===== src/rtl/lc3_mem_arbiter_if.sv =====
// lc3_mem_arbiter_if
//   Bundle of every non-clock signal around the LC3 memory arbiter.
//   Core fetch side : instrmem_rd, pc -> Instr_dout, complete_instr
//   Core data side  : data_req, Data_rd, Data_addr, Data_dout -> Data_din, complete_data
//   Memory side     : mem_en, mem_we, mem_addr, mem_wdata -> mem_rdata
//   Modports: slave  = the arbiter itself
//             master = the environment (core + memory) that talks to it
interface lc3_mem_arbiter_if #(
  parameter int AW = 16,
  parameter int DW = 16
);
  logic          instrmem_rd;
  logic [AW-1:0] pc;
  logic [DW-1:0] Instr_dout;
  logic          complete_instr;
  logic          data_req;
  logic          Data_rd;
  logic [AW-1:0] Data_addr;
  logic [DW-1:0] Data_dout;
  logic [DW-1:0] Data_din;
  logic          complete_data;
  logic          mem_en;
  logic          mem_we;
  logic [AW-1:0] mem_addr;
  logic [DW-1:0] mem_wdata;
  logic [DW-1:0] mem_rdata;

  modport slave (
    input  instrmem_rd, pc, data_req, Data_rd, Data_addr, Data_dout, mem_rdata,
    output Instr_dout, complete_instr, Data_din, complete_data,
           mem_en, mem_we, mem_addr, mem_wdata
  );

  modport master (
    output instrmem_rd, pc, data_req, Data_rd, Data_addr, Data_dout, mem_rdata,
    input  Instr_dout, complete_instr, Data_din, complete_data,
           mem_en, mem_we, mem_addr, mem_wdata
  );
endinterface


===== src/rtl/lc3_mem_arbiter.sv =====
// lc3_mem_arbiter
//   Single-port memory arbiter / access sequencer for the LC3 core. One access
//   at a time: IDLE (grant) -> ISSUE (mem_en) -> WAIT (LAT cycles) -> DONE
//   (completion pulse). Occupancy is LAT+3 cycles per access.
// Parameters: LAT memory latency (1..15), AW address width, DW data width.
// Ports:
//   clock, reset : rising-edge clock, synchronous active-high reset
//   bus          : lc3_mem_arbiter_if.slave (fetch port, data port, memory port)
// Optional feature macro: LC3_ARB_FAIRNESS_EN
//   defined   -> after a data grant, a contending fetch wins the next grant
//   undefined -> strict data priority (fetch may starve)
module lc3_mem_arbiter #(
  parameter int LAT = 1,
  parameter int AW  = 16,
  parameter int DW  = 16
) (
  input  logic               clock,
  input  logic               reset,
  lc3_mem_arbiter_if.slave   bus
);

  generate
    if (LAT < 1 || LAT > 15) begin : g_bad_lat
      $fatal(1, "lc3_mem_arbiter: LAT=%0d outside legal range 1..15", LAT);
    end
  endgenerate

  typedef enum logic [1:0] {IDLE, ISSUE, WAIT, DONE} state_t;

  state_t        state_reg,      state_next;
  logic [3:0]    cnt_reg,        cnt_next;
  logic          own_data_reg,   own_data_next;   // 1 = current access belongs to data port
  logic          we_reg,         we_next;
  logic [AW-1:0] addr_reg,       addr_next;
  logic [DW-1:0] wdata_reg,      wdata_next;
  logic          mem_en_reg,     mem_en_next;
  logic [DW-1:0] instr_dout_reg, instr_dout_next;
  logic [DW-1:0] data_din_reg,   data_din_next;
  logic          cmp_i_reg,      cmp_i_next;
  logic          cmp_d_reg,      cmp_d_next;
  logic          grant_data;
`ifdef LC3_ARB_FAIRNESS_EN
  logic          last_was_data_reg, last_was_data_next;
`endif

  always_ff @(posedge clock) begin
    if (reset) begin
      state_reg      <= IDLE;
      cnt_reg        <= '0;
      own_data_reg   <= 1'b0;
      we_reg         <= 1'b0;
      addr_reg       <= '0;
      wdata_reg      <= '0;
      mem_en_reg     <= 1'b0;
      instr_dout_reg <= '0;
      data_din_reg   <= '0;
      cmp_i_reg      <= 1'b0;
      cmp_d_reg      <= 1'b0;
`ifdef LC3_ARB_FAIRNESS_EN
      last_was_data_reg <= 1'b0;
`endif
    end else begin
      state_reg      <= state_next;
      cnt_reg        <= cnt_next;
      own_data_reg   <= own_data_next;
      we_reg         <= we_next;
      addr_reg       <= addr_next;
      wdata_reg      <= wdata_next;
      mem_en_reg     <= mem_en_next;
      instr_dout_reg <= instr_dout_next;
      data_din_reg   <= data_din_next;
      cmp_i_reg      <= cmp_i_next;
      cmp_d_reg      <= cmp_d_next;
`ifdef LC3_ARB_FAIRNESS_EN
      last_was_data_reg <= last_was_data_next;
`endif
    end
  end

  // Every output is a register, so the *_next values computed here appear on
  // the pins one cycle later: a grant in IDLE raises mem_en during ISSUE, and
  // the last WAIT cycle raises complete_* during DONE.
  always_comb begin
    state_next      = state_reg;
    cnt_next        = cnt_reg;
    own_data_next   = own_data_reg;
    we_next         = we_reg;
    addr_next       = addr_reg;
    wdata_next      = wdata_reg;
    mem_en_next     = 1'b0;
    instr_dout_next = instr_dout_reg;
    data_din_next   = data_din_reg;
    cmp_i_next      = 1'b0;
    cmp_d_next      = 1'b0;
    grant_data      = 1'b0;
`ifdef LC3_ARB_FAIRNESS_EN
    last_was_data_next = last_was_data_reg;
`endif

    unique case (state_reg)
      IDLE: begin
        if (bus.data_req || bus.instrmem_rd) begin
          // Data wins by default: a stalled memory stage holds the whole pipe.
          grant_data = bus.data_req;
`ifdef LC3_ARB_FAIRNESS_EN
          if (bus.data_req && bus.instrmem_rd && last_was_data_reg)
            grant_data = 1'b0;
          last_was_data_next = grant_data;
`endif
          own_data_next = grant_data;
          if (grant_data) begin
            addr_next  = bus.Data_addr;
            we_next    = ~bus.Data_rd;
            wdata_next = bus.Data_dout;
          end else begin
            addr_next  = bus.pc;
            we_next    = 1'b0;
          end
          mem_en_next = 1'b1;
          state_next  = ISSUE;
        end
      end
      ISSUE: begin
        cnt_next   = 4'(LAT);
        state_next = WAIT;
      end
      WAIT: begin
        cnt_next = cnt_reg - 4'd1;
        // cnt_reg==1 is exactly LAT cycles after the mem_en cycle.
        if (cnt_reg == 4'd1) begin
          if (!we_reg) begin
            if (own_data_reg) data_din_next   = bus.mem_rdata;
            else              instr_dout_next = bus.mem_rdata;
          end
          cmp_d_next = own_data_reg;
          cmp_i_next = ~own_data_reg;
          state_next = DONE;
        end
      end
      DONE: begin
        state_next = IDLE;
      end
      default: state_next = IDLE;
    endcase
  end

  assign bus.mem_en         = mem_en_reg;
  assign bus.mem_we         = we_reg;
  assign bus.mem_addr       = addr_reg;
  assign bus.mem_wdata      = wdata_reg;
  assign bus.Instr_dout     = instr_dout_reg;
  assign bus.Data_din       = data_din_reg;
  assign bus.complete_instr = cmp_i_reg;
  assign bus.complete_data  = cmp_d_reg;

endmodule


===== src/flat_wrapper.sv =====
// flat-port wrapper written by rule: the top's interface ports become plain ports
module lc3_mem_arbiter_flat 
#(
  parameter int LAT = 1,
  parameter int AW  = 16,
  parameter int DW  = 16
)
  (clock, reset, bus_instrmem_rd, bus_pc, bus_data_req, bus_Data_rd, bus_Data_addr, bus_Data_dout, bus_mem_rdata, bus_Instr_dout, bus_complete_instr, bus_Data_din, bus_complete_data, bus_mem_en, bus_mem_we, bus_mem_addr, bus_mem_wdata);
  lc3_mem_arbiter_if #(.AW(AW), .DW(DW)) bus_i ();
  input  logic clock;
  input  logic reset;
  input wire logic [$bits(bus_i.instrmem_rd)-1:0] bus_instrmem_rd;
  input wire logic [$bits(bus_i.pc)-1:0] bus_pc;
  input wire logic [$bits(bus_i.data_req)-1:0] bus_data_req;
  input wire logic [$bits(bus_i.Data_rd)-1:0] bus_Data_rd;
  input wire logic [$bits(bus_i.Data_addr)-1:0] bus_Data_addr;
  input wire logic [$bits(bus_i.Data_dout)-1:0] bus_Data_dout;
  input wire logic [$bits(bus_i.mem_rdata)-1:0] bus_mem_rdata;
  output wire logic [$bits(bus_i.Instr_dout)-1:0] bus_Instr_dout;
  output wire logic [$bits(bus_i.complete_instr)-1:0] bus_complete_instr;
  output wire logic [$bits(bus_i.Data_din)-1:0] bus_Data_din;
  output wire logic [$bits(bus_i.complete_data)-1:0] bus_complete_data;
  output wire logic [$bits(bus_i.mem_en)-1:0] bus_mem_en;
  output wire logic [$bits(bus_i.mem_we)-1:0] bus_mem_we;
  output wire logic [$bits(bus_i.mem_addr)-1:0] bus_mem_addr;
  output wire logic [$bits(bus_i.mem_wdata)-1:0] bus_mem_wdata;
  assign bus_i.instrmem_rd = bus_instrmem_rd;
  assign bus_i.pc = bus_pc;
  assign bus_i.data_req = bus_data_req;
  assign bus_i.Data_rd = bus_Data_rd;
  assign bus_i.Data_addr = bus_Data_addr;
  assign bus_i.Data_dout = bus_Data_dout;
  assign bus_i.mem_rdata = bus_mem_rdata;
  assign bus_Instr_dout = bus_i.Instr_dout;
  assign bus_complete_instr = bus_i.complete_instr;
  assign bus_Data_din = bus_i.Data_din;
  assign bus_complete_data = bus_i.complete_data;
  assign bus_mem_en = bus_i.mem_en;
  assign bus_mem_we = bus_i.mem_we;
  assign bus_mem_addr = bus_i.mem_addr;
  assign bus_mem_wdata = bus_i.mem_wdata;
  lc3_mem_arbiter #(.LAT(LAT), .AW(AW), .DW(DW)) u_core (.clock(clock), .reset(reset), .bus(bus_i));
endmodule

===== config.mk =====
export PLATFORM = sky130hd
export DESIGN_NAME = lc3_mem_arbiter_flat
export DESIGN_NICKNAME = d
export VERILOG_FILES = /design/src/rtl/lc3_mem_arbiter_if.sv /design/src/rtl/lc3_mem_arbiter.sv /design/src/flat_wrapper.sv
export SDC_FILE = /design/constraint.sdc
export NUM_CORES = 1
export LEC_CHECK = 0
export ABC_AREA = 0
export CORE_MARGIN = 8
export CORE_UTILIZATION = 35
export CTS_CLUSTER_DIAMETER = 40
export DETAILED_ROUTE_END_ITERATION = 16
export GPL_TIMING_DRIVEN = 0
export PLACE_DENSITY = 0.8
export SLEW_MARGIN = 5
export SYNTH_ARGS = -nofsm -noshare
export SYNTH_HDL_FRONTEND = slang
export SYNTH_SLANG_ARGS = --single-unit

===== constraint.sdc =====
create_clock -name clock -period 1.9 [get_ports clock]
set_input_delay 0.57 -clock clock [delete_from_list [all_inputs] [get_ports clock]]
set_output_delay 0.57 -clock clock [all_outputs]
set_load 0.02 [all_outputs]

==> results of run 1 <==
worst min-delay path, delay by kind of cell (launching register included):
| kind | cells | cell delay (ps) |
|---|---|---|
| AO/OA/AOI/OAI | 1 | 50 |
| AND/OR/NAND/NOR | 1 | 50 |
| flip-flops | 1 | 310 |
worst paths after layout:
| path | startpoint | to | slack (ps) | cells after the start |
|---|---|---|---|---|
| max | u_core.bus.complete_data | bus_complete_data | 50 | 1 |
| min | u_core.bus.mem_wdata[4] | u_core.bus.mem_wdata[4] | 450 | 2 |
| max reg2reg | u_core.state_reg[0] | u_core.bus.mem_addr[7] | 120 | 6 |
| min reg2reg | u_core.bus.mem_wdata[4] | u_core.bus.mem_wdata[4] | 450 | 2 |
placed cells by master (no fill, tap or decap), types with 5 or more instances in the layout:
cell type	instances
a211oi_1	17
a21oi_1	20
clkbuf_1	9
clkbuf_8	10
clkdlybuf4s50_1	94
dfxtp_1	75
dlymetal6s2s_1	40
ha_1	5
inv_1	5
mux2i_1	48
nand2_1	78
nor2_1	20
metrics by stage:
step	worst slack, ps	instance area, µm²	utilization [%]
2_1_floorplan	287	3020	-
3_3_place_gp	-310	4520	52.8
3_5_place_dp	-334	4520	52.8
4_1_cts	0.424	4700	54.9
5_1_grt	-6.25	4820	56.4
6_report	52.2	4820	56.4
synthesized netlist by cell type, drive strengths merged:
master	instances	area [µm²]
nand2b	3	18.8
dfxtp	75	1500
a21oi	20	100
nor4b	2	23.8
a31o	1	8.76
nand3b	2	27.5
and2	1	6.26
nand4b	2	17.5
nand3	1	5.00
or4b	1	10.0
a211oi	17	128
o21ai	4	20.0
a2bb2oi	1	8.76
ha	5	62.6
o31a	1	8.76
nor2	20	75.1
o21a	1	7.51
inv	6	22.5
or3b	1	8.76
nor2b	1	6.26
a21o	1	7.51
or4	1	11.3
nor4	2	18.8
a2111oi	1	8.76
clkbuf	12	45.0
mux2i	48	480
nor3b	1	7.51
nor3	2	10.0
nand2	79	297
buf	10	67.6
layer usage:
layer | track usage (%) | up-vias | share of wire (%)
met5 | 0 | - | 0
met4 | 5.08 | 0 | 1.4
met3 | 7.80 | 11 | 13
met2 | 25.3 | 136 | 46
met1 | 16.2 | 1291 | 40
li1 | - | 1395 | -
logic make-up after synthesis:
family                   count (synthesis)  synth area share [%]
flip-flops                              75                  49.7
buffers and inverters                   28                  4.47
AND/OR/NAND/NOR                        119                  18.0
multiplexers                            48                  15.9
AO/OA/AOI/OAI                           47                  9.86
adder cells (fa/ha/maj)                  5                  2.07
cell type report:
type	count	area, µm²
clock inverter	3	40.0
sequential	75	1500
fill	750	3730
buffer	22	120
tap	108	135
timing repair buffer	136	1460
inverter	6	22.5
multi-input combinational	219	1400
clock buffer	11	141
where the power goes:
group / internal (mW) / total [mW] / leakage (nW) / switching [mW]
logic: 0.831 / 1.87 / 1.85 / 1.04
registers: 1.82 / 1.98 / 0.612 / 0.153
clock network: 0.625 / 1.17 / 0.0950 / 0.545
total: 3.28 / 5.02 / 2.55 / 1.74
what timing repair did:
action | 4_1_cts | 5_1_grt
endpoints found under the hold margin | 0 | 0
endpoints found under the setup margin | 2 | 67
resized for setup | 2 | 52
==> reports/results.tsv, run 1 <==
metric	value	unit
setup_violations	0	
crit_family	buffers and inverters	
wirelength	8990	µm
period_minus_slack	1850	ps
vias	2833	
post_cts_buffers	0	
clock_latency	330	ps
htreeDepth	3	
setup_tns	0	ps
ys_warn_count	0	
antenna_found_initial	0	
ios	137	
p_total	5.02	mW
grt_max_degree	12	
die_w	109	µm
clk_pin_slew_worst_paths	80	ps
port_buffers	136	
dp_cells	566	
start_util	35.3	%
ir_drop	0.667	mV
hold_violations	0	
avgRoutedWirePerCell	15.5	µm
cp.required	1330	ps
worst-setup-path-type	register to output pin	
design.core.area	8550	µm²
die_h	109	µm
ys_types	37	
fin_hold_ws	452	ps
numCtsBuffers	9	
grt_setup_unrepaired	yes	
ctsHoldBuffers	0	
grt_overflow	0	
grt_pass1_vias	2983	
ys_seq_area_share	49.7	%
stdcell_count	580	
drc	0	
finish.net_count	543	
dr.pass1.iters	4	
crit_slowest_cell	clkdlybuf4s50_1	
postRouteAntennaNets	0	
drt-initial-drc-count	91	
gp_congestion	0.781	
grt_pass1_wl	14200	µm
vias_per_cell	4.88	
avgSynthCellArea	9.38	µm²
clockBufferDepth	2	
synth_area	3020	µm²
leakage	2.55	nW
drv_cap	0	
drive_gt1_share	6.57	%
crit_fanout	1	
synthToLayoutAreaGrowth	59.7	%
numClockSinks	75	
worst_pin_slew	512	ps
status	finished, final reports clean	
cellPowerDensity	1040	nW/µm²
cpPeakStageDelay	620	ps
cts_tree	done	
syn_nets	396	
arrival	1280	ps
hold_path.class	register to register	
critPathBufInv	1	
cp_cell_sequence	clkdlybuf4s50_1	
clock_skew	12.4	ps
rows	34	
worst_setup_path_start_kind	register	
worstSetupEndpointType	output pin	
report.final.slew_viol_count	0	
max_slew_margin	65.6	%
hpwl	7150	µm
fmax	0.541	GHz
die-area	11900	µm²
diodes	0	
track_usage	15.2	%
fin_crit_sh	97.3	%
postSynthCellCount	322	
ys_seq_elements	75	
clk_root_buffer_cell	clkbuf_8	
No activity file was read; power rests on OpenSTA's default activity.
==> run 2: changes to the inputs <==
--- a/config.mk
+++ b/config.mk
@@ -10,8 +10,9 @@
 export CORE_UTILIZATION = 35
 export CTS_CLUSTER_DIAMETER = 40
 export DETAILED_ROUTE_END_ITERATION = 16
+export DONT_BUFFER_PORTS = 1
 export GPL_TIMING_DRIVEN = 0
-export PLACE_DENSITY = 0.8
+export PLACE_DENSITY = 0.6
 export SLEW_MARGIN = 5
 export SYNTH_ARGS = -nofsm -noshare
 export SYNTH_HDL_FRONTEND = slang
==> run 2 against run 1 <==
Compared with the run above:
- clock skew down 0.85 ps
- core utilization down 17 points
- global-route usage down 2.2 points
- largest cell class is now sequential cells
==> reports/results.tsv, run 2 (synthesis results as in run 1) <==
metric	value	unit	change
diodes	0		unchanged
port_buffers	0		was 136
gp_congestion	0.700		was 0.781
clk_pin_slew_worst_paths	80	ps	about the same
setup_ws	122	ps	was 52.2 ps
fmax	0.562	GHz	was 0.541 GHz
vias_per_cell	5.01		was 4.88
grt_pass1_vias	2366		was 2983
die_h	109	µm	unchanged
worst-setup-path-type	register to register		was register to output pin
regToRegStartpoint	u_core.state_reg[0]		unchanged
synthToLayoutAreaGrowth	11.7	%	was 59.7%
r2r_slack	120	ps	about the same
start_util	35.3	%	unchanged
grt_setup_unrepaired	yes		unchanged
grt_pass1_wl	12000	µm	was 14200 µm
status	finished, final reports clean		unchanged
rr_endpoint	u_core.bus.Data_din[6]		was u_core.bus.mem_addr[7]
htreeDepth	3		unchanged
ir_drop	0.583	mV	was 0.667 mV
arrival	2000	ps	was 1280 ps
worst_pin_slew	507	ps	was 512 ps
min_from	bus_Data_dout[14]		was u_core.bus.mem_wdata[4]
cp.required	2130	ps	was 1330 ps
cts_tree	done		unchanged
clock_latency	340	ps	was 330 ps
setup_violations	0		unchanged
vias	2235		was 2833
register_area	1500	µm²	unchanged
grt_overflow	0		unchanged
ios	137		unchanged
track_usage	12.9	%	was 15.2%
grt_max_degree	13		was 12
clk_root_buffer_cell	clkbuf_8		unchanged
rows	34		unchanged
postRouteAntennaNets	0		unchanged
cp_cell_sequence	inv_1 -> ha_1 -> buf_6 -> nand3b_4 -> or4b_1 -> buf_2 -> mux2i_1		was clkdlybuf4s50_1
fin_crit_sh	93.6	%	was 97.3%
design.core.area	8550	µm²	unchanged
clock_skew	11.5	ps	was 12.4 ps
numClockSinks	75		unchanged
drive_gt1_share	8.88	%	was 6.57%
leakage	1.37	nW	was 2.55 nW
cp.depth	7		was 1
period_minus_slack	1780	ps	was 1850 ps
wirelength	7730	µm	was 8990 µm
numCtsBuffers	9		unchanged
drt-initial-drc-count	41		was 91
report.final.slew_viol_count	0		unchanged
max_slew_margin	65.9	%	was 65.6%
final_cell_mix	nand2_1 (79), dfxtp_1 (75), mux2i_1 (48)		was clkdlybuf4s50_1 (94), nand2_1 (78), dfxtp_1 (75)
dr.pass1.iters	4		unchanged
die-area	11900	µm²	unchanged
antenna_found_initial	0		unchanged
hpwl	5970	µm	was 7150 µm
post_cts_buffers	0		unchanged
hold_violations	0		unchanged
reg2regPathDepth	7		was 6
cellPowerDensity	1350	nW/µm²	was 1040 nW/µm²
holdPathEnd	u_core.bus.mem_wdata[14]		was u_core.bus.mem_wdata[4]
dpl_worst_slack	72.9	ps	was -334 ps
holdPathStages	2		unchanged
worstSetupEndpointType	register		was output pin
clockBufferDepth	2		unchanged
final_util	39.4	%	was 56.4%
critPathBufInv	3		was 1
avgRoutedWirePerCell	17.3	µm	was 15.5 µm
drc	0		unchanged
drv_cap	0		unchanged
worst_setup_path_start_kind	register		unchanged
crit_fanout	10		was 1
die_w	109	µm	unchanged
fillers	870		was 750
crit_family	simple AND/OR/NAND/NOR gates		was buffers and inverters
crit_slowest_cell	or4b_1		was clkdlybuf4s50_1
mostFrequentLayoutCell	nand2_1		was clkdlybuf4s50_1
cpPeakStageDelay	470	ps	was 620 ps
finish.net_count	407		was 543
multi_input_area	1400	µm²	about the same
hold_path.class	input port to register		was register to register
## run 2: worst max path at each step
stage	from	end	slack [ps]
after floorplan	u_core.state_reg[0]	u_core.bus.Data_din[10]	290
after global placement	u_core.state_reg[0]	u_core.bus.Instr_dout[9]	110
after detailed placement	u_core.state_reg[0]	u_core.bus.Data_din[0]	70
after CTS	u_core.state_reg[0]	u_core.bus.Data_din[0]	50
after global routing	u_core.state_reg[0]	u_core.bus.Data_din[7]	-2
final	u_core.state_reg[0]	u_core.bus.Data_din[6]	120
## run 2: report_power, final
part | internal, mW | switching (mW) | total, mW | leakage (nW)
combinational | 0.414 | 0.642 | 1.06 | 0.657
clock | 0.637 | 0.581 | 1.22 | 0.0991
sequential | 1.83 | 0.442 | 2.27 | 0.612
total | 2.88 | 1.67 | 4.54 | 1.37
## run 2: what timing repair did
action	in CTS	in global routing
endpoints found under the setup margin	0	26
hold endpoints to repair	0	0
hold buffers	0	0
resized for setup	0	6
## run 2: layout make-up
class | instances | share of cell area (%)
clock inverter | 5 | 1.56
multi-input combinational | 219 | 41.5
buffer | 22 | 3.52
clock buffer | 11 | 4.19
tap | 108 | 4.01
inverter | 6 | 0.668
sequential | 75 | 44.5
## run 2: layer usage
| metal | wire (µm) | track usage [%] | vias to the layer above |
|---|---|---|---|
| met5 | 0 | 0 | - |
| met4 | 96 | 5.28 | 0 |
| met3 | 849 | 6.09 | 8 |
| met2 | 3660 | 20.3 | 85 |
| met1 | 3120 | 14.9 | 1022 |
| li1 | - | - | 1120 |
## run 2: per-stage QoR
stage | hold slack [ps] | power (mW) | setup TNS, ps | cells | area (µm²)
final | 357 | 4.54 | 0 | 446 | 3370
after global routing | 343 | 4.85 | -1.79 | 446 | 3370
after CTS | 344 | 4.58 | 0 | 446 | 3350
after detailed placement | 494 | 3.37 | 0 | 430 | 3160
after global placement | 483 | 3.32 | 0 | 430 | 3160
after floorplan | 466 | 3.08 | 0 | 322 | 3020
==> run 3: changes to the inputs <==
==> constraint.sdc (replaced) <==
create_clock -name clock -period 1.7 [get_ports clock]
set_input_delay 0.51 -clock clock [delete_from_list [all_inputs] [get_ports clock]]
set_output_delay 0.51 -clock clock [all_outputs]
set_load 0.02 [all_outputs]
==> run 3 against run 2 <==
Compared with the run above:
- register-to-register slack lost 110 ps
- combinational power grew 27%
- cell count up 2.0%
- clock-buffer cell count did not move
- critical endpoint is now u_core.bus.Instr_dout[3]
==> reports/results.tsv, run 3 (synthesis results as in run 1) <==
metric	value	unit	change
status	finished, final reports clean		unchanged
p_total	5.25	mW	was 4.54 mW
cts_tree	done		unchanged
clock_latency	330	ps	was 340 ps
clock_skew	7.86	ps	was 11.5 ps
dpl_worst_slack	-127	ps	was 72.9 ps
grt_max_degree	13		unchanged
rows	34		unchanged
diodes	0		unchanged
worst-setup-path-type	register to register		unchanged
register_area	1510	µm²	was 1500 µm²
grt_pass1_vias	2407		was 2366
hold_path.class	input port to register		unchanged
final_cell_mix	nand2_1 (79), dfxtp_1 (72), mux2i_1 (47)		was nand2_1 (79), dfxtp_1 (75), mux2i_1 (48)
critPathBufInv	3		unchanged
crit_family	simple AND/OR/NAND/NOR gates		unchanged
die_w	109	µm	unchanged
ios	137		unchanged
setup_ws	16.4	ps	was 122 ps
clockBufferDepth	2		unchanged
wirelength	7880	µm	was 7730 µm
report.final.slew_viol_count	0		unchanged
start_util	35.3	%	unchanged
fmax	0.594	GHz	was 0.562 GHz
crit_slowest_cell	or4_4		was or4b_1
fillers	860		was 870
finish.net_count	416		was 407
hpwl	5970	µm	unchanged
clk_pin_slew_worst_paths	80	ps	about the same
arrival	1900	ps	was 2000 ps
antenna_found_initial	0		unchanged
setup_violations	0		unchanged
hold_violations	0		unchanged
cpPeakStageDelay	470	ps	about the same
drt-initial-drc-count	37		was 41
period_minus_slack	1680	ps	was 1780 ps
mostFrequentLayoutCell	nand2_1		unchanged
numClockSinks	75		unchanged
drv_cap	0		unchanged
htreeDepth	3		unchanged
avgRoutedWirePerCell	17.3	µm	about the same
dr.pass1.iters	3		was 4
worst_setup_path_start_kind	register		unchanged
max_slew_margin	64.0	%	was 65.9%
drc	0		unchanged
clk_root_buffer_cell	clkbuf_8		unchanged
fin_hold_ws	302	ps	was 357 ps
die_h	109	µm	unchanged
drive_gt1_share	15.3	%	was 8.88%
synthToLayoutAreaGrowth	16.3	%	was 11.7%
ctsHoldBuffers	0		unchanged
vias_per_cell	5.05		was 5.01
postRouteAntennaNets	0		unchanged
track_usage	13.2	%	was 12.9%
vias	2299		was 2235
worstSetupEndpointType	register		unchanged
design.core.area	8550	µm²	unchanged
cellPowerDensity	1490	nW/µm²	was 1350 nW/µm²
worst_pin_slew	539	ps	was 507 ps
cp_cell_sequence	inv_2 -> ha_4 -> buf_6 -> nand3b_4 -> or4_4 -> buf_12 -> mux2i_2		was inv_1 -> ha_1 -> buf_6 -> nand3b_4 -> or4b_1 -> buf_2 -> mux2i_1
grt_setup_unrepaired	yes		unchanged
multi_input_area	1430	µm²	was 1400 µm²
gp_congestion	0.700		unchanged
leakage	1.43	nW	was 1.37 nW
cp.required	1920	ps	was 2130 ps
fin_crit_sh	99.0	%	was 93.6%
grt_pass1_wl	12300	µm	was 12000 µm
grt_overflow	0		unchanged
die-area	11900	µm²	unchanged
port_buffers	0		unchanged
crit_fanout	10		unchanged
ir_drop	0.667	mV	was 0.583 mV
numCtsBuffers	9		unchanged
==> run 3: cell count changes in the layout (fill, tap and decap cells not counted), moves of 2 or more <==
| cell | before | now |
|---|---|---|
| clkbuf_4 | 0 | 2 |
| dfxtp_1 | 75 | 72 |
| ha_1 | 5 | 3 |
| dfxtp_2 | 0 | 3 |
| buf_1 | 2 | 0 |
| buf_6 | 4 | 6 |
| buf_4 | 0 | 9 |
| clkbuf_1 | 12 | 10 |
==> run 3: metrics by stage <==
stage / area [µm²] / setup TNS [ps] / util [%] / instances
floorplan: 3020 / 0 / - / 322
global route: 3510 / -156 / 41.1 / 455
CTS: 3410 / -3.84 / 39.9 / 450
finish: 3510 / 0 / 41.1 / 455
global placement: 3160 / -1170 / 36.9 / 430
detailed placement: 3160 / -2330 / 36.9 / 430
==> run 3: final cells by class <==
type                    instances  share of cell area (%)
plain buffers                  19                    3.49
clock inverters                 5                    1.50
multi-input cells             219                    40.8
well taps                     108                    3.85
clock buffers                  11                    4.03
repair buffers                 12                    2.89
flip-flops and latches         75                    42.9
inverters                       6                   0.641
==> run 3: worst register-to-register path: cells and delay by family (launching register included) <==
kind / cells / cell delay (ps)
flops: 1 / 320
fa+ha+maj: 1 / 130
simple gates: 2 / 590
buf+inv: 3 / 380
mux: 1 / 150
==> run 3: metal layers <==
layer,share of wire (%),track usage [%],vias up
met5,0,0,-
met3,10,6.09,9
li1,-,-,1141
met1,40,15.1,1063
met4,1.2,5.28,0
met2,48,21.0,86
==> run 3: path summary, 6_finish.rpt <==
| check | from | end | slack (ps) | depth (start not counted) |
|---|---|---|---|---|
| worst min-delay path | bus_Data_dout[14] | u_core.bus.mem_wdata[14] | 300 | 2 |
| worst min register to register | u_core.cnt_reg[1] | u_core.cnt_reg[1] | 510 | 2 |
| worst max-delay path | u_core.state_reg[0] | u_core.bus.Instr_dout[3] | 20 | 7 |
| worst max register to register | u_core.state_reg[0] | u_core.bus.Instr_dout[3] | 20 | 7 |
==> run 3: power by group <==
group / switching [mW] / total, mW / internal (mW)
Combinational: 0.759 / 1.35 / 0.591
Clock: 0.636 / 1.35 / 0.712
Sequential: 0.503 / 2.55 / 2.05
Total: 1.90 / 5.25 / 3.35
==> run 3: repair_timing <==
| action | in CTS | in global routing |
|---|---|---|
| buffers inserted | 3 | 8 |
| pin swaps | 1 | 2 |
| cloned | 1 | 0 |
| resized for setup | 11 | 22 |
| endpoints found under the setup margin | 41 | 55 |
